**src/rtl/bcd_disp_pkg.sv**
```systemverilog
// Shared display definitions for the BCD scan counter.
//   bcd_t     : one BCD digit (4 bits)
//   SEG_BLANK : segment pattern for a dark digit
//   SEG7_TBL  : digit -> segments, a..g in [7:1], dp in [0], active-high
//   seg7_enc  : table lookup; any non-BCD code shows blank
package bcd_disp_pkg;

    typedef logic [3:0] bcd_t;

    localparam logic [7:0] SEG_BLANK = 8'h00;

    localparam logic [7:0] SEG7_TBL [10] = '{
        8'hFC, 8'h60, 8'hDA, 8'hF2, 8'h66,
        8'hB6, 8'hBE, 8'hE0, 8'hFE, 8'hF6
    };

    function automatic logic [7:0] seg7_enc(input bcd_t d);
        logic [7:0] s;
        s = SEG_BLANK;
        if (d <= 4'd9) s = SEG7_TBL[d];
        return s;
    endfunction

endpackage

```
**src/rtl/bcd_scan_counter_tick_gen.sv**
```systemverilog
// tick_gen: modulo-DIV prescaler.
//   clk   : clock, rising edge
//   reset : synchronous, active-high; counter -> 0, pulse forced low
//   en    : advance the counter this cycle
//   clr   : synchronous clear, wins over en, suppresses pulse
//   pulse : high in the cycle the counter leaves DIV-1 while enabled
module tick_gen #(
    parameter int DIV = 2
) (
    input  logic clk,
    input  logic reset,
    input  logic en,
    input  logic clr,
    output logic pulse
);

    localparam int CW = (DIV > 1) ? $clog2(DIV) : 1;
    localparam logic [CW-1:0] LAST = CW'(DIV - 1);

    logic [CW-1:0] cnt_q, cnt_d;
    logic          at_last;

    assign at_last = (cnt_q == LAST);

    always_comb begin
        cnt_d = cnt_q;
        if (clr)
            cnt_d = '0;
        else if (en)
            cnt_d = at_last ? '0 : cnt_q + CW'(1);
    end

    // Combinational so the owner can act on the same edge the counter wraps.
    assign pulse = ~reset & ~clr & en & at_last;

    always_ff @(posedge clk) begin
        if (reset) cnt_q <= '0;
        else       cnt_q <= cnt_d;
    end

endmodule

```
**src/rtl/bcd_scan_counter.sv**
```systemverilog
// bcd_scan_counter: prescaled up/down BCD counter with a multiplexed
// 7-segment scan output.
//   clk, reset : clock (rising edge), synchronous active-high reset
//   en         : gates the count prescaler
//   up         : 1 = increment, 0 = decrement (sampled on each tick)
//   load       : load load_val next edge; clears prescaler, no tick/wrap
//   load_val   : BCD value, digit 0 in [3:0]; non-BCD digits load as 0
//   count      : registered BCD count
//   tick, wrap : one-cycle pulses, high in the cycle ending in a step
//                (wrap only when the step rolls over)
//   seg, an    : registered segment data and active-low digit select
module bcd_scan_counter
    import bcd_disp_pkg::*;
#(
    parameter int NUM_DIGITS = 2,
    parameter int TICK_DIV   = 2000000,
    parameter int SCAN_DIV   = 200,
    parameter int BLANK_LZ   = 0
) (
    input  logic                    clk,
    input  logic                    reset,
    input  logic                    en,
    input  logic                    up,
    input  logic                    load,
    input  logic [4*NUM_DIGITS-1:0] load_val,
    output logic [4*NUM_DIGITS-1:0] count,
    output logic                    tick,
    output logic                    wrap,
    output logic [7:0]              seg,
    output logic [NUM_DIGITS-1:0]   an
);

    localparam int ND = NUM_DIGITS;
    localparam int IW = (ND > 1) ? $clog2(ND) : 1;
    localparam logic [IW-1:0] IDX_LAST = IW'(ND - 1);
    localparam logic [ND-1:0] AN_ONE   = ND'(1);

    logic [ND-1:0][3:0] count_q, count_d;
    logic [ND-1:0][3:0] inc_v, dec_v, ld_v;
    logic [ND-1:0]      blank;
    logic               cnt_tick, roll;

    // ---------------- count path ----------------
    tick_gen #(.DIV(TICK_DIV)) u_cnt_pre (
        .clk   (clk),
        .reset (reset),
        .en    (en),
        .clr   (load),
        .pulse (cnt_tick)
    );

    // Per-digit ripple: carry/borrow enter from the digit below, the
    // leading-zero flag enters from the digit above.
    for (genvar g = 0; g < ND; g++) begin : g_dig
        logic cy_in, bw_in, hz_in;
        logic cy_out, bw_out, hz_out;
        logic [3:0] cur, lv;

        assign cur = count_q[g];
        assign lv  = load_val[4*g +: 4];

        if (g == 0) begin : g_lsd
            assign cy_in = 1'b1;
            assign bw_in = 1'b1;
        end else begin : g_hi
            assign cy_in = g_dig[g-1].cy_out;
            assign bw_in = g_dig[g-1].bw_out;
        end

        if (g == ND - 1) begin : g_msd
            assign hz_in = 1'b1;
        end else begin : g_lo
            assign hz_in = g_dig[g+1].hz_out;
        end

        assign cy_out = cy_in & (cur == 4'd9);
        assign bw_out = bw_in & (cur == 4'd0);
        assign hz_out = hz_in & (cur == 4'd0);

        assign inc_v[g] = !cy_in ? cur : ((cur == 4'd9) ? 4'd0 : cur + 4'd1);
        assign dec_v[g] = !bw_in ? cur : ((cur == 4'd0) ? 4'd9 : cur - 4'd1);
        assign ld_v[g]  = (lv > 4'd9) ? 4'd0 : lv;

        // Digit 0 always shows, even when the whole count is zero.
        assign blank[g] = (BLANK_LZ != 0) && (g != 0) && hz_out;
    end

    // Carry/borrow out of the top digit means every digit was 9 / 0.
    assign roll = up ? g_dig[ND-1].cy_out : g_dig[ND-1].bw_out;

    always_comb begin
        count_d = count_q;
        if (load)
            count_d = ld_v;
        else if (cnt_tick)
            count_d = up ? inc_v : dec_v;
    end

    always_ff @(posedge clk) begin
        if (reset) count_q <= '0;
        else       count_q <= count_d;
    end

    assign count = count_q;
    assign tick  = cnt_tick;
    assign wrap  = cnt_tick & roll;

    // ---------------- scan path ----------------
    logic          scan_adv;
    logic [IW-1:0] idx_q, idx_d;
    logic          adv_q;
    logic [7:0]    seg_q, seg_d;
    logic [ND-1:0] an_q, an_d;

    tick_gen #(.DIV(SCAN_DIV)) u_scan_pre (
        .clk   (clk),
        .reset (reset),
        .en    (1'b1),
        .clr   (1'b0),
        .pulse (scan_adv)
    );

    always_comb begin
        idx_d = idx_q;
        if (scan_adv)
            idx_d = (idx_q == IDX_LAST) ? '0 : idx_q + IW'(1);
    end

    // Outputs refresh only on the edge after an index advance, so the
    // display stays dark after reset until the first advance.
    always_comb begin
        an_d  = an_q;
        seg_d = seg_q;
        if (adv_q) begin
            an_d  = ~(AN_ONE << idx_q);
            seg_d = blank[idx_q] ? SEG_BLANK : seg7_enc(count_q[idx_q]);
        end
    end

    always_ff @(posedge clk) begin
        if (reset) begin
            idx_q <= '0;
            adv_q <= 1'b0;
            an_q  <= '1;
            seg_q <= SEG_BLANK;
        end else begin
            idx_q <= idx_d;
            adv_q <= scan_adv;
            an_q  <= an_d;
            seg_q <= seg_d;
        end
    end

    assign seg = seg_q;
    assign an  = an_q;

endmodule
```
**config.mk**
```make
export PLATFORM = sky130hd
export DESIGN_NAME = bcd_scan_counter
export DESIGN_NICKNAME = d
export VERILOG_FILES = /design/src/rtl/bcd_disp_pkg.sv /design/src/rtl/bcd_scan_counter_tick_gen.sv /design/src/rtl/bcd_scan_counter.sv
export SDC_FILE = /design/constraint.sdc
export NUM_CORES = 1
export LEC_CHECK = 0
export ABC_CLOCK_PERIOD_IN_PS = 1780
export BUFFER_PORTS_ARGS = -buffer_cell sky130_fd_sc_hd__buf_2
export CORE_UTILIZATION = 40
export DETAILED_ROUTE_END_ITERATION = 10
export GPL_ROUTABILITY_DRIVEN = 0
export GPL_TIMING_DRIVEN = 1
export MAX_ROUTING_LAYER = met4
export PLACE_DENSITY = 0.71
export SLEW_MARGIN = 20
export SYNTH_ARGS = -nofsm -noshare
export SYNTH_HDL_FRONTEND = slang
export SYNTH_SLANG_ARGS = --single-unit
```
**constraint.sdc**
```tcl
create_clock -name clk -period 1.78 [get_ports clk]
set_input_delay 0.178 -clock clk [delete_from_list [all_inputs] [get_ports clk]]
set_output_delay 0.178 -clock clk [all_outputs]
set_load 0.05 [all_outputs]
```
# After elaboration in Yosys (flattened, before gate mapping)
# Memory sizes are Yosys's and may differ from the RTL's.
# Index checks and enable logic that the tools add are counted.
# Widths: inputs -> output; s select.
[word_totals] romBits=128 register_bits=49 elab_cells=66 output_inout_bits=20 inputBits=13 n_memories=1
[mem_list] name="(no name shown)" depth=16 word_bits=8 read_ports=1 rd_ports_with_merged_regs=0 write_ports=0 line_no="bcd_disp_pkg.sv:20" rtl="if (d <= 4'd9) s = SEG7_TBL[d];"
[classes] n_reduce_logical=7 mux=21 n_bitwise=11 addsub=7 n_shift=1 eq_ne=5 order_cmp=5
[ops] cell="$mux 8" n=7
[ops] cell="$mux 4" n=10
[ops] cell="$add 21x1->21 const B" n=1
[ops] cell="$eq 21x21->1 const B" n=1
[ops] cell="$mux 21" n=1
[ops] cell="$add 4x1->4 const B" n=2
[ops] cell="$add 8x1->8 const B" n=1
[ops] cell="$eq 4x4->1 const B" n=2
[ops] cell="$eq 8x8->1 const B" n=1
[ops] cell="$gt 4x4->1 const B" n=2
[ops] cell="$logic_not 4->1" n=2
[ops] cell="$sub 4x1->4 const B" n=2
[ops] cell="$and 1x1->1" n=7
[ops] cell="$ge 5x5->1 const B" n=1
[ops] cell="$not 4->5" n=1
[ops] cell="$le 4x4->1 const B" n=1
[ops] cell="$reduce_or 2->1" n=2
[ops] cell="$mux 1" n=3
[ops] cell="$ne 3x1->1 const B" n=1
[ops] cell="$reduce_and 3->1" n=1
[ops] cell="$reduce_bool 3->1" n=1
[ops] cell="$lt 1x2->1 const B" n=1
[ops] cell="$not 1->1" n=2
[ops] cell="$not 2->2" n=1
[ops] cell="other kinds (3)" n=3

# Depth between registers and ports, before layout
[logic_depth] ltp_word=8 mapped_depth=8 ltp_nobuf=7

# By module
# From an unflattened synthesis, not the netlist that was laid out.
[hier_totals] cells_unflattened=336 hier_area_um2=2849.0
[by_module_without_submodules] mod="bcd_scan_counter" seq_area_each_um2=380.4 n_inst=1 area_per_inst_um2=1445.1 cells_per_inst=180
[by_module_without_submodules] mod="tick_gen at u_cnt_pre" seq_area_each_um2=420.4 n_inst=1 area_per_inst_um2=1017.2 cells_per_inst=114
[by_module_without_submodules] mod="tick_gen at u_scan_pre" seq_area_each_um2=160.2 n_inst=1 area_per_inst_um2=386.6 cells_per_inst=42

# Worst setup path before layout
# Ideal clock, no wire load.
[synth_path] kind="reg2reg" from="register count_q, in the netlist g_dig[1].cur[0]" to="register seg_q[6] (netlist: seg[6])" path_stages_with_launch=8 required_time_ps=1643 synth_period_minus_slack_ps=2267 slack_ps=-487 setup_time_ps=137 n_path_buf=1 arrival_time_ps=2131 cell_sequence="dfxtp_1 clkbuf_1 mux2_2 inv_1 ha_1 or3_1 a21oi_1 a211oi_1"
[synth_between] elab_chain_cells=8 elab_cells_between_ends=9 classes_between="order compare (1); mux (6); bitwise (1); memory (1)"
[synth_rtl] item="start: declaration" line_no="bcd_scan_counter.sv:38" rtl="logic [ND-1:0][3:0] count_q, count_d;"
[synth_rtl] item="start signal: assignment" line_no="bcd_scan_counter.sv:101" rtl="else count_q <= count_d;"
[synth_rtl] item="$mux 4 (implied by the code) * (2 in a row)" line_no="bcd_scan_counter.sv:136" rtl="seg_d = blank[idx_q] ? SEG_BLANK : seg7_enc(count_q[idx_q]);"
[synth_rtl] item="$not 4->5 (implied by the code)" line_no="bcd_disp_pkg.sv:20"
[synth_rtl] item="$mem_v2 16x8"
[synth_rtl] item="$mux 8 (implied by the code) (2 in a row)" line_no="bcd_disp_pkg.sv:20"
[synth_rtl] item="$mux 8 *" line_no="bcd_disp_pkg.sv:20"
[synth_rtl] item="$mux 8 *" line_no="bcd_scan_counter.sv:136"
[synth_rtl] item="end signal: assignment" line_no="bcd_scan_counter.sv:150" rtl="seg_q <= seg_d;"
[synth_rtl] item="end: declaration" line_no="bcd_scan_counter.sv:112" rtl="logic [7:0] seg_q, seg_d;"
# Mark *: on every way between the ends. The rest lies on a longest branch, timed or not. The select of a mux whose other input is x is not followed.
# A chain may end at the register's enable or synchronous reset.

# Worst setup path in the final report
[layout_path] from="register u_cnt_pre.cnt_q[0]" to="output tick"
[layout_between] elab_chain_cells=2
[layout_rtl] item="start: declaration" line_no="bcd_scan_counter_tick_gen.sv:20" rtl="logic [CW-1:0] cnt_q, cnt_d;"
[layout_rtl] item="start signal: assignment" line_no="bcd_scan_counter_tick_gen.sv:38" rtl="else cnt_q <= cnt_d;"
[layout_rtl] item="$eq 21x21->1" line_no="bcd_scan_counter_tick_gen.sv:23" rtl="assign at_last = (cnt_q == LAST);"
[layout_rtl] item="$and 1x1->1" line_no="bcd_scan_counter_tick_gen.sv:34" rtl="assign pulse = ~reset & ~clr & en & at_last;"
[layout_rtl] item="end: declaration" line_no="bcd_scan_counter.sv:27" rtl="output logic tick,"
# Every way passes these cells.

==> impl_summary.log <==
INFO  metric place_inst = 450
INFO  metric die-area = 0.00719 mm^2
INFO  metric cts_buffers = 5
INFO  metric antenna_cells = 0
INFO  metric synth_cells = 330
INFO  metric number_of_enable_type_register_cells_in_the_synthesized_netlist = 0
INFO  metric holdWs = ~0.10 ns
INFO  metric ff_latch_area = 982 um^2
INFO  metric placementRows = 29
INFO  metric synth-seq-area-share = between 30% and 40%
INFO  metric ys_ff_latch = 48
INFO  metric groute.usage.overall = 18.6%
INFO  metric critPathCaptureType = output port
INFO  metric clkSlewWorstSetupHoldPaths = ~0.09 ns
INFO  metric skew = between 0.008 and 0.009 ns
INFO  metric p_per_cell_area = approximately 590 mW/mm^2
INFO  metric gr-total-overflow = 0
INFO  metric nature_of_the_critical_path_startpoint = flop
INFO  metric fin_cells = approximately 470
INFO  metric tritoncts_sinks = 48
INFO  metric cpLargestDelayFamily = simple AND/OR/NAND/NOR gates
INFO  metric final-hold-violation-count = 0
INFO  metric wl_per_cell = around 13 um
INFO  metric first_pass_iters = 4
INFO  metric worst_skew_late_latency = approximately 0.30 ns
INFO  metric multi_input_area = 0.00174 mm^2
INFO  metric violations = setup timing
INFO  metric cpPeakStageDelay = 0.39 ns
INFO  metric grt_setup_unrepaired = true
INFO  metric worst_ep_required_time = between 1.5 and 2 ns
INFO  metric hold_class = in -> reg
INFO  metric count_of_distinct_cell_types_in_the_synthesized_netlist = 57
INFO  metric cp_cell_sequence = ha_4 > and4bb_2 > nand4b_4 > or3_4 > inv_8 > buf_8
INFO  metric final_min_period_over_clock_period = 110%
INFO  metric syn_area = 0.00274 mm^2
INFO  metric synth.largest_area_cell = sky130_fd_sc_hd__dfxtp_1
INFO  metric io_buffer_count = 31
INFO  metric clk_path_buf_depth = 2
INFO  metric max_clock_freq = slightly above 500 MHz
INFO  metric crit_slowest_cell = sky130_fd_sc_hd__or3_4
INFO  metric ys.warnings.count = 0
INFO  metric flow.area_growth_from_synthesis = 26.8%
INFO  metric syn-mean-instance-area = between 8 and 9 um^2
INFO  metric antenna_violations_before_repair = 0
INFO  metric floorplan.core_area = roughly 0.0065 mm^2
INFO  metric final_nets = 408
INFO  metric first_global_vias = around 2300
INFO  metric power.ir.vdd_worst = roughly 0.36 mV
INFO  metric tritoncts = done
INFO  metric setup_total_negative_slack = -0.873 ns
INFO  metric post_synth_main_area_contributors = sky130_fd_sc_hd__dfxtp_1 35%, sky130_fd_sc_hd__nor2_1 6.6%, sky130_fd_sc_hd__xor2_1 6.1%
INFO  metric layout_setup_ws = -0.171 ns
INFO  metric proportion_of_layout_cells_with_a_drive_suffix_above_1 = between 20% and 30%
INFO  metric initial_core_utilization = between 40% and 50%
INFO  metric cts_hold_repair.buffers = 0
INFO  metric post-route-drc-count = 0
INFO  metric detail_placement_hpwl = approximately 4500 um
INFO  metric worst_ep_arrival_time = 1.77 ns
INFO  metric viasPerCell = between 5 and 6
INFO  metric pin_count = 33
INFO  metric synthArstFlopShare = 0%
INFO  metric maxCapViolCount = 0
INFO  metric dr.first_iter.drc_count = roughly 140
INFO  metric power.static_leakage = 1.37 nW
INFO  metric die_width = about 85 um
INFO  metric synth_top_cell_area_share = a little over a third
INFO  metric setup.worst_path.class = reg -> out
INFO  metric detail_route.wirelength = approximately 6300 um
INFO  metric setup_viol_count_final = 9
INFO  metric dp_worst_setup_slack = -0.0372 ns
INFO  metric die_y = 84.8 um
INFO  metric critical_path_buf_inv_count = 2
INFO  metric via_count = 2433
INFO  metric fillers = 579
INFO  metric synthesis.nets = between 300 and 400
INFO  metric clock_tree.htree_level_count = 2
INFO  metric critical_path_peak_fanout = 2
INFO  metric synth_flop_cell = sky130_fd_sc_hd__dfxtp_1
INFO  metric status = finished with violations
INFO  metric cts.root.buffer_cell = sky130_fd_sc_hd__clkbuf_8
INFO  metric period_minus_slack = 1.95 ns
INFO  metric global_route_wire_length_before_repair = between 10000 and 15000 um
INFO  metric grt_start_max_net_pins = 23
INFO  metric final_max_slew_viol_count = 0
INFO  metric detail-route-antenna-nets = 0
INFO  metric power = 0.00205 W
==> worst register-to-register path, cell delays in order, from the launching register on <==
cell	delay, ns
sky130_fd_sc_hd__dfxtp_2	0.36
sky130_fd_sc_hd__ha_4	0.13
sky130_fd_sc_hd__and4bb_2	0.26
sky130_fd_sc_hd__nand4b_4	0.12
sky130_fd_sc_hd__buf_6	0.15
sky130_fd_sc_hd__buf_6	0.11
sky130_fd_sc_hd__a211oi_4	0.31
sky130_fd_sc_hd__buf_4	0.19
sky130_fd_sc_hd__nor3_2	0.03
sky130_fd_sc_hd__a211oi_1	0.16
==> registers in the layout, indices dropped and copies added (netlist names) <==
signal / cells
u_cnt_pre.cnt_q: 21
seg: 7
an: 2
adv_q: 1
u_scan_pre.cnt_q: 8
idx_q: 1
g_dig.cur: 8
==> cell usage after synthesis, drive strengths merged (3+ instances only) <==
cell type / instances
or3: 4
buf: 8
o21ai: 15
nor4b: 3
a211oi: 7
xnor2: 11
nand4: 8
a21o: 4
xor2: 19
mux2i: 4
dfxtp: 48
o31ai: 3
mux2: 3
o211ai: 4
nand3: 13
inv: 10
and3: 7
nor2: 48
clkbuf: 12
a21oi: 14
ha: 7
a31oi: 5
nand2: 26
nor3: 8
and4: 4
nand2b: 9
==> through the flow <==
step	cell area, um^2	utilization (%)
6_report	3480	53.5
3_5_place_dp	3170	48.9
3_3_place_gp	3170	48.9
2_1_floorplan	2790	-
4_1_cts	3350	51.6
5_1_grt	3480	53.5
==> timing repair <==
| item | 4_1_cts | 5_1_grt |
|---|---|---|
| setup buffers | 5 | 1 |
| resized for setup | 16 | 17 |
| pin swaps | 9 | 8 |
| endpoints found under the setup margin | 8 | 35 |
| gates cloned | 0 | 2 |
==> placed cells by master, fill, tap and decap left out, types with 2 or more instances in the layout <==
master | netlist | routed
sky130_fd_sc_hd__or4b_2 | 2 | 2
sky130_fd_sc_hd__dfxtp_2 | 0 | 2
sky130_fd_sc_hd__buf_8 | 0 | 2
sky130_fd_sc_hd__and3_1 | 7 | 5
sky130_fd_sc_hd__inv_1 | 9 | 9
sky130_fd_sc_hd__clkbuf_8 | 0 | 5
sky130_fd_sc_hd__nand3_1 | 13 | 13
sky130_fd_sc_hd__mux2i_1 | 4 | 2
sky130_fd_sc_hd__o22ai_1 | 2 | 2
sky130_fd_sc_hd__ha_1 | 7 | 6
sky130_fd_sc_hd__buf_6 | 3 | 3
sky130_fd_sc_hd__dfxtp_4 | 0 | 5
sky130_fd_sc_hd__buf_2 | 3 | 29
sky130_fd_sc_hd__a21oi_1 | 14 | 13
sky130_fd_sc_hd__mux2_2 | 3 | 2
sky130_fd_sc_hd__and4_2 | 3 | 3
sky130_fd_sc_hd__o211ai_1 | 4 | 4
sky130_fd_sc_hd__nand3b_1 | 2 | 2
sky130_fd_sc_hd__nand2b_1 | 9 | 9
sky130_fd_sc_hd__nor4b_4 | 2 | 2
sky130_fd_sc_hd__a221o_1 | 2 | 2
sky130_fd_sc_hd__and3_4 | 0 | 2
sky130_fd_sc_hd__o31ai_1 | 3 | 3
sky130_fd_sc_hd__o21ai_1 | 1 | 5
sky130_fd_sc_hd__o21ai_0 | 14 | 10
sky130_fd_sc_hd__nor2_1 | 48 | 46
sky130_fd_sc_hd__nor3_1 | 8 | 7
sky130_fd_sc_hd__a21o_1 | 4 | 3
sky130_fd_sc_hd__buf_4 | 2 | 34
sky130_fd_sc_hd__nand2_1 | 26 | 26
sky130_fd_sc_hd__a211oi_1 | 5 | 5
sky130_fd_sc_hd__dfxtp_1 | 48 | 41
sky130_fd_sc_hd__nand4_1 | 8 | 8
sky130_fd_sc_hd__xnor2_1 | 11 | 10
sky130_fd_sc_hd__nor2_4 | 0 | 2
sky130_fd_sc_hd__or3_1 | 3 | 3
sky130_fd_sc_hd__clkbuf_16 | 0 | 2
sky130_fd_sc_hd__xor2_1 | 19 | 19
sky130_fd_sc_hd__a31oi_1 | 5 | 5
==> report_power, final <==
part / switching (W) / internal [W]
Sequential: 0.0000207 / 0.00109
Clock: 0.000365 / 0.000268
Combinational: 0.000187 / 0.000128
Total: 0.000573 / 0.00148
==> final timing paths <==
path / from / end / slack, ns / cells after the start
max: u_cnt_pre.cnt_q[0] / tick / -0.17 / 6
min: load_val[5] / g_dig[1].cur[1] / 0.10 / 3
max reg2reg: u_cnt_pre.cnt_q[0] / g_dig[1].cur[3] / -0.13 / 9
min reg2reg: u_scan_pre.cnt_q[0] / u_scan_pre.cnt_q[0] / 0.45 / 1
==> cell type report <==
cell class | instances | area share (%)
Timing Repair Buffer | 71 | 15.4
Clock buffer | 5 | 1.98
Clock inverter | 2 | 0.324
Multi-Input combinational cell | 252 | 50.0
Sequential cell | 48 | 28.3
Tap cell | 77 | 2.77
Inverter | 10 | 1.30
==> cell families after synthesis <==
family	Yosys count	synth area share, %
adder cells (fa/ha/maj)	7	3.19
flip-flops	48	35.1
buffers and inverters	30	5.34
XOR/XNOR	30	9.58
AO/OA/AOI/OAI	62	15.0
AND/OR/NAND/NOR	145	29.0
multiplexers	7	2.69
other	1	0.137
==> metal layers <==
metal  share of wire, %  track usage, %  wire length [um]
met5                  0               -                 0
met4                1.2            6.63                75
met3                2.5            3.54               158
met2                 49            31.0              3100
met1                 47            22.5              2940
Power figures use the tool's default switching activity.
